### src/rtl/instr_dispatch_pkg.sv
// Shared definitions for the instruction dispatcher: word layout, opcodes and FSM states.
package instr_dispatch_pkg;

   localparam int INSTR_W = 32;
   localparam int ADDR_W  = 8;
   localparam int OP_LSB  = 0;
   localparam int A_LSB   = 3;
   localparam int B_LSB   = 11;
   localparam int C_LSB   = 19;
   localparam int RSV_LSB = 27;

   typedef enum logic [2:0] {
      OP_ADD  = 3'b000,
      OP_SUB  = 3'b001,
      OP_MUL  = 3'b010,
      OP_SMUL = 3'b011,
      OP_DET  = 3'b100,
      OP_TRN  = 3'b101,
      OP_OPP  = 3'b110
   } opcode_e;

   localparam logic [2:0] ILLEGAL_OP = 3'b111;

   typedef enum logic [1:0] {
      S_IDLE  = 2'd0,
      S_ISSUE = 2'd1,
      S_WAIT  = 2'd2
   } state_e;

   // Field order mirrors the word layout, MSB first.
   typedef struct packed {
      logic [4:0]        rsvd;
      logic [ADDR_W-1:0] c;
      logic [ADDR_W-1:0] b;
      logic [ADDR_W-1:0] a;
      logic [2:0]        op;
   } instr_t;

   function automatic instr_t decode(input logic [INSTR_W-1:0] w);
      return instr_t'(w);
   endfunction

endpackage

### src/rtl/instr_fifo.sv
// Instruction buffer: power-of-two depth FIFO with show-ahead head output.
module instr_fifo
   import instr_dispatch_pkg::*;
#(
   parameter int DEPTH = 2,
   parameter int WIDTH = INSTR_W
) (
   input  logic             clk,
   input  logic             rst,
   input  logic             push,
   input  logic             pop,
   input  logic [WIDTH-1:0] din,
   output logic [WIDTH-1:0] dout,
   output logic             full,
   output logic             empty
);

   localparam int AW = (DEPTH > 1) ? $clog2(DEPTH) : 1;

   logic [WIDTH-1:0] mem [DEPTH];
   logic [AW-1:0]    rptr, wptr;
   logic [AW:0]      cnt;
   logic             do_push, do_pop;

   assign full    = (cnt == (AW+1)'(DEPTH));
   assign empty   = (cnt == '0);
   assign do_push = push && !full;
   assign do_pop  = pop && !empty;
   assign dout    = mem[rptr];

   // Storage carries no reset; only the pointers define validity.
   always_ff @(posedge clk) begin
      if (do_push) mem[wptr] <= din;
   end

   always_ff @(posedge clk or posedge rst) begin
      if (rst) begin
         rptr <= '0;
         wptr <= '0;
         cnt  <= '0;
      end else begin
         if (do_push) wptr <= wptr + 1'b1;
         if (do_pop)  rptr <= rptr + 1'b1;
         case ({do_push, do_pop})
            2'b10:   cnt <= cnt + 1'b1;
            2'b01:   cnt <= cnt - 1'b1;
            default: cnt <= cnt;
         endcase
      end
   end

endmodule

### src/rtl/instr_dispatch.sv
// Pulls words from the buffer, issues them to the coprocessor and waits for done or timeout.
module instr_dispatch
   import instr_dispatch_pkg::*;
#(
   parameter int FIFO_DEPTH = 2,
   parameter int TIMEOUT    = 1023
) (
   input  logic               clk,
   input  logic               rst,
   input  logic               in_valid,
   input  logic [INSTR_W-1:0] in_instr,
   output logic               in_ready,
   output logic [2:0]         opcode,
   output logic [ADDR_W-1:0]  andressA,
   output logic [ADDR_W-1:0]  andressB,
   output logic [ADDR_W-1:0]  andressC,
   output logic               start,
   input  logic               done,
   output logic               busy,
   output logic               err_illegal,
   output logic               err_timeout,
   output logic [7:0]         issue_count
);

   localparam int             CW    = $clog2(TIMEOUT + 1);
   localparam logic [CW-1:0]  TLAST = CW'(TIMEOUT - 1);

   state_e             state;
   logic [CW-1:0]      wcnt;
   logic [INSTR_W-1:0] fifo_dout;
   logic               fifo_full, fifo_empty, pop;
   instr_t             head;
   logic               unused_rsvd;

   assign head        = decode(fifo_dout);
   assign unused_rsvd = ^head.rsvd;
   assign pop         = (state == S_IDLE) && !fifo_empty;
   assign in_ready    = !fifo_full;
   assign busy        = (state != S_IDLE) || !fifo_empty;

   instr_fifo #(.DEPTH(FIFO_DEPTH), .WIDTH(INSTR_W)) u_fifo (
      .clk   (clk),
      .rst   (rst),
      .push  (in_valid && in_ready),
      .pop   (pop),
      .din   (in_instr),
      .dout  (fifo_dout),
      .full  (fifo_full),
      .empty (fifo_empty)
   );

   always_ff @(posedge clk or posedge rst) begin
      if (rst) begin
         state       <= S_IDLE;
         wcnt        <= '0;
         opcode      <= '0;
         andressA    <= '0;
         andressB    <= '0;
         andressC    <= '0;
         start       <= 1'b0;
         err_illegal <= 1'b0;
         err_timeout <= 1'b0;
         issue_count <= '0;
      end else begin
         case (state)
            S_IDLE: begin
               if (!fifo_empty) begin
                  // An illegal word is consumed and dropped; the next one is tried next cycle.
                  if (head.op == ILLEGAL_OP) begin
                     err_illegal <= 1'b1;
                  end else begin
                     opcode   <= head.op;
                     andressA <= head.a;
                     andressB <= head.b;
                     andressC <= head.c;
                     start    <= 1'b1;
                     state    <= S_ISSUE;
                  end
               end
            end
            S_ISSUE: begin
               start <= 1'b0;
               wcnt  <= '0;
               state <= S_WAIT;
            end
            S_WAIT: begin
               // done wins over a timeout landing on the same cycle.
               if (done) begin
                  issue_count <= issue_count + 8'd1;
                  state       <= S_IDLE;
               end else if (wcnt == TLAST) begin
                  err_timeout <= 1'b1;
                  state       <= S_IDLE;
               end else begin
                  wcnt <= wcnt + 1'b1;
               end
            end
            default: state <= S_IDLE;
         endcase
      end
   end

endmodule
### config.mk
export PLATFORM = sky130hd
export DESIGN_NAME = instr_dispatch
export DESIGN_NICKNAME = d
export VERILOG_FILES = /design/src/rtl/instr_dispatch_pkg.sv /design/src/rtl/instr_fifo.sv /design/src/rtl/instr_dispatch.sv
export SDC_FILE = /design/constraint.sdc
export NUM_CORES = 1
export LEC_CHECK = 0
export CORE_AREA = 2 2 106 108
export CTS_BUF_LIST = sky130_fd_sc_hd__clkbuf_16
export DETAILED_ROUTE_END_ITERATION = 6
export DIE_AREA = 0 0 108 110
export PLACE_DENSITY = 0.73
export SYNTH_ARGS = -nofsm -noshare
export SYNTH_HDL_FRONTEND = slang
export SYNTH_SLANG_ARGS = --single-unit
### constraint.sdc
create_clock -name clk -period 3 [get_ports clk]
set_input_delay 0.3 -clock clk [delete_from_list [all_inputs] [get_ports clk]]
set_output_delay 0.3 -clock clk [all_outputs]
set_load 0.1 [all_outputs]
## Word-level counts from Yosys, hierarchy flattened

Memories as Yosys holds them, arrays and structs flattened.
Index checks and enable logic that the tools add are counted.

| storage, ports and cells | value |
|---|---|
| word-level logic and storage cells | 69 |
| input port bits | 36 |
| memories | 1 |
| register bits | 54 |
| RAM bits | 64 |
| output and inout port bits | 40 |

| cells by class | value |
|---|---|
| reductions and logical operators | 20 |
| equal/unequal tests | 12 |
| add/sub/neg operators | 6 |
| bitwise gates (word level) | 3 |
| multiplexer cells | 14 |

Memories:

| memory | words | bits a word | read ports | clocked after Yosys merged registers in | write ports | line | RTL |
|---|---|---|---|---|---|---|---|
| u_fifo.mem | 2 | 32 | 1 | 0 | 1 | instr_fifo.sv:20 | `logic [WIDTH-1:0] mem [DEPTH];` |

Operators with widths:

| operator | count |
|---|---|
| 10-bit 2-to-1 mux | 2 |
| 10-bit one-hot mux with 2 select lines | 1 |
| 3-bit AND reduction | 6 |
| 10-bit by 1-bit adder with 10-bit output, second input constant | 1 |
| 10-bit == test, second input constant | 1 |
| 8-bit by 1-bit adder with 8-bit output, second input constant | 1 |
| 2-bit 2-to-1 mux | 4 |
| 2-bit inequality test, second input constant | 4 |
| 2-bit nonzero test | 4 |
| 2-bit == test, second input constant | 3 |
| 2-bit one-hot mux with 3 select lines | 1 |
| 2-bit by 1-bit == test with 1-bit output, second input constant | 2 |
| 1-bit logical AND | 4 |
| 2-bit zero test | 2 |
| 1-bit 2-to-1 mux | 4 |
| 2-bit one-hot mux with 2 select lines | 1 |
| 3-bit == test, second input constant | 1 |
| 3-bit inequality test, second input constant | 1 |
| 1-bit inverter | 3 |
| 1-bit adder, second input constant | 2 |
| 2-bit by 1-bit adder with 2-bit output, second input constant | 1 |
| 1-bit zero test | 2 |
| 1-bit one-hot mux with 2 select lines | 1 |
| 2-bit AND reduction | 1 |
| other kinds (2) | 2 |

## Logic depth before layout (Yosys ltp)

| depth | value |
|---|---|
| word-level depth | 6 |
| depth in mapped cells | 6 |
| mapped depth without buffers | 6 |

## Hierarchy

Synthesis repeated with hierarchy kept, for this count alone.

| second synthesis, totals | value |
|---|---|
| cells, all modules | 291 |
| area total of the unflattened synthesis | 4929.7 µm² |

By module, submodules not included:

| module | area an instance (µm²) | cells each | instances | sequential area each (µm²) |
|---|---|---|---|---|
| instr_fifo | 2662.6 | 119 | 1 | 2021.9 |
| instr_dispatch | 2267.2 | 172 | 1 | 1251.2 |

## Worst setup path before layout

Ideal clock, no wire load.

| timing | value |
|---|---|
| path kind | register to register |
| start point | register u_fifo.cnt[0] |
| end point | memory u_fifo.mem[0][0] in the netlist's numbering (enable) |
| cell stages (with the launch flop) | 4 |
| setup slack | -77 ps |
| data arrival time | 2666 ps |
| library setup time | 411 ps |
| path buffers | 0 |
| data required time | 2589 ps |
| period minus slack after synthesis | 3077 ps |
| cells stage by stage | dfrtp_1 -> nand2b_1 -> nand2_1 -> nor2_1 |

| on the way | value |
|---|---|
| longest elaborated chain between the ends | 6 |

Ends and longest elaborated chain:

| element | line | RTL |
|---|---|---|
| from (decl) | instr_fifo.sv:22 | `logic [AW:0] cnt;` |
| from (signal assigned) | instr_fifo.sv:45 | `2'b10: cnt <= cnt + 1'b1;` |
| from (signal assigned) | instr_fifo.sv:46 | `2'b01: cnt <= cnt - 1'b1;` |
| from (signal assigned) | instr_fifo.sv:47 | `default: cnt <= cnt;` |
| 2-bit == test * | instr_fifo.sv:25 | `assign full = (cnt == (AW+1)'(DEPTH));` |
| 1-bit zero test * | instr_dispatch.sv:38 | `assign in_ready = !fifo_full;` |
| named net in_ready | instr_dispatch.sv:12 | `output logic in_ready,` |
| 1-bit logical AND | instr_dispatch.sv:44 | `.push (in_valid && in_ready),` |
| 1-bit logical AND * | instr_fifo.sv:27 | `assign do_push = push && !full;` |
| 1-bit 2-to-1 mux * | instr_fifo.sv:33 | `if (do_push) mem[wptr] <= din;` |
| 1-bit 2-to-1 mux (not written as such) * | instr_fifo.sv:33 |  |
| to (decl) | instr_fifo.sv:20 |  |

Mark *: on every way through the listed nets, which the timed path passes. The rest lies on a longest branch.

## Worst setup path after layout

| timing | value |
|---|---|
| start point | register andressA[0] |
| end point | output andressA[0] |

RTL lines:

| element | line | RTL |
|---|---|---|
| from (decl) | instr_dispatch.sv:14 | `output logic [ADDR_W-1:0] andressA,` |
| from (signal assigned) | instr_dispatch.sv:73 | `andressA <= head.a;` |

No word-level cell between the ends.

==> reports/metrics.yaml <==
outcome:
  status: "completed"
cells_and_area:
  area_growth_pct: 26.1
  fill_cells: 953
  antenna_cells: 0
  final_nets: 418
  drive_gt1_share_pct: 15.7
  multi_input_area_um2: 1160
  seq_area_um2: 2970
floorplanning:
  ios: 76
  die_height_um: 110
  num_rows: 38
  core_um2: 10700
  dieArea_um2: 11900
  die_w_um: 108
  start_util_pct: 39.2
timing:
  post-route-period-util_pct: 71.7
  clock.fmax_ghz: 0.465
  worstMarginPinSlew_ns: 0.968
  finalSetupTns_ns: 0
  rsz0062_at_grt: "no"
  skew_ns: 0.00726
  min_period_ns: 2.15
  setup_viol: 0
  final_max_slew_viol_count: 0
  slew_headroom_pct: 35.3
  final_hold_viol_count: 0
yosys:
  synthTopCellsByArea: "edfxtp_1, dfrtp_1, mux2i_1"
  yosys.area_share.xor_xnor_pct: 2.50
  syn-num-nets: 342
  synthDominantCellAreaShare_pct: 38.6
  synth_compound_area_share_pct: 6.11
  syn-cell-area_um2: 4200
  synthSimpleGateAreaFrac_pct: 10.6
  ys_types: 40
  synth_cells: 302
  ys_seq_area_share_pct: 70.8
  synth_seq_cells: 108
  synthMuxAreaShare_pct: 7.16
  synth_area_per_cell_um2: 13.9
  synth_top_family_by_area: "simple AND/OR/NAND/NOR gates"
  synth_top_area_cell: "edfxtp_1"
  synthAdderAreaFrac_pct: 1.19
  ys_warn_count: 0
clocking:
  root_buffer: "clkbuf_16"
  post_cts_resized: 0
  cts_htree_levels: 3
  postCtsSetupBuffers: 0
  path_clk_slew_ns: 0.07
  cts_sinks: 108
  cts_buffers: 9
  holdBufCountCts: 0
  clock_path_buffers: 2
  clock_latency_ns: 0.34
  cts_tree: "yes"
critical_path:
  slowest_delay_ns: 1.14
  cp_num_buf_inv: 1
  critPathRequiredTime_ns: 2.70
  endpoint_kind: "primary output"
  crit_family: "buffers and inverters"
  cp-start-kind: "flip-flop"
  cp_max_fo: 2
  critPathSlowestCell: "clkdlybuf4s50_1"
  path_class: "reg2out"
  path_cells: "clkdlybuf4s50_1"
  cp.arrival_ns: 1.85
global_route:
  grt_max_degree: 50
  grt_pass1_wl_um: 13400
  antenna_found_initial: 0
  grt.total_usage_pct: 14.9
  grt_remaining_overflow: 0
  grt_pass1_vias: 2742
min_path:
  hold_class: "in2async"
drt:
  drc: 0
  wl_per_cell_um: 15.5
  finalWirelength_um: 8110
  initialDrtViolationCount: 159
  routed_via_density: 4.92
  first_pass_iters: 4
  dr_total_vias: 2572
  antenna_left: 0
place:
  routabilityCongestion: 0.736
  hpwl_um: 5380
  port_buffers: 70
flow_run:
  drv_cap: 0
stage by stage:
step / setup WS, ns / util [%] / instances / hold slack, ns / area (um^2)
6_report: 0.850 / 49.5 / 523 / 0.409 / 5290
5_1_grt: 0.789 / 49.5 / 523 / 0.478 / 5290
4_1_cts: 0.833 / 49.5 / 523 / 0.435 / 5290
3_5_place_dp: 1.02 / 46.7 / 507 / 0.465 / 4990
3_3_place_gp: 1.06 / 46.7 / 507 / 0.463 / 4990
2_1_floorplan: 0.355 / - / 302 / 0.399 / 4200
final timing paths:
check,cells after the start,startpoint,slack [ns],endpoint
hold reg to reg,1,issue_count[7],0.48,issue_count[7]
hold / removal,2,rst,0.41,andressC[7]
setup reg to reg,5,u_fifo.rptr,1.11,opcode[1]
min in group clk,1,issue_count[7],0.48,issue_count[7]
max in group asynchronous,3,rst,2.01,andressA[5]
setup / recovery,1,andressA[0],0.85,andressA[0]
state kept, by name, summed over array words and instances, names as in the netlist, 2 cells and up:
name,count
wcnt,10
u_fifo.mem,54
u_fifo.cnt,2
state,2
issue_count,8
andressB,8
andressA,8
andressC,8
opcode,3
cells by family (layout without fill, tap and decap cells):
| logic type | count (synthesis) | count (layout) |
|---|---|---|
| buffers and inverters | 15 | 96 |
| AO/OA/AOI/OAI | 45 | 45 |
| multiplexers | 30 | 30 |
| AND/OR/NAND/NOR | 88 | 88 |
| XOR/XNOR | 12 | 12 |
| flip-flops | 108 | 108 |
| adder cells (fa/ha/maj) | 4 | 4 |
cell type report:
cell class / instances / share of cell area (%)
repair buffers: 75 / 12.6
inverters: 5 / 0.355
clock inverters: 7 / 1.47
well taps: 140 / 3.31
multi-input cells: 179 / 21.9
flip-flops and latches: 108 / 56.2
clock buffers: 9 / 4.25
placed cells by master (no fill, tap or decap), drive strengths merged:
cell type	n
bufinv	1
and3b	1
or2	1
xnor2	7
clkdlybuf4s50	36
mux2i	30
nand3b	1
nand4	7
o31a	1
and3	2
nor4b	1
a2bb2oi	1
o21ai	30
nor3	4
nand2b	2
edfxtp	54
xor2	5
o31ai	1
dfrtp	54
a22o	1
a31oi	2
o32ai	1
a21oi	4
nand2	40
nand3	10
or3b	1
nor2	12
a21o	2
a211oi	1
nor3b	2
clkinv	3
nor2b	1
ha	4
clkbuf	9
buf	39
or3	2
nand4b	1
inv	8
a31o	1
cell usage after synthesis (all sizes together):
cell / number
dfrtp: 54
edfxtp: 54
nand2: 40
mux2i: 30
o21ai: 30
nor2: 12
nand3: 10
nand4: 7
xnor2: 7
clkbuf: 6
inv: 5
xor2: 5
a21oi: 4
buf: 4
ha: 4
nor3: 4
a21o: 2
a31oi: 2
and3: 2
nand2b: 2
nor3b: 2
or3: 2
a211oi: 1
a22o: 1
a2bb2oi: 1
a31o: 1
and3b: 1
nand3b: 1
nand4b: 1
nor2b: 1
nor4b: 1
o31a: 1
o31ai: 1
o32ai: 1
or2: 1
or3b: 1
per-layer routing:
| layer | global-route usage, % | up-vias | wire length [um] |
|---|---|---|---|
| li1 | - | 1239 | - |
| met1 | 17.2 | 1248 | 3420 |
| met2 | 26.0 | 78 | 4070 |
| met3 | 5.88 | 7 | 525 |
| met4 | 3.94 | 0 | 88 |
| met5 | 0 | - | 0 |
Power is not shown: default switching activity piles up to over one toggle a cycle in this logic, so the estimate is an artifact.
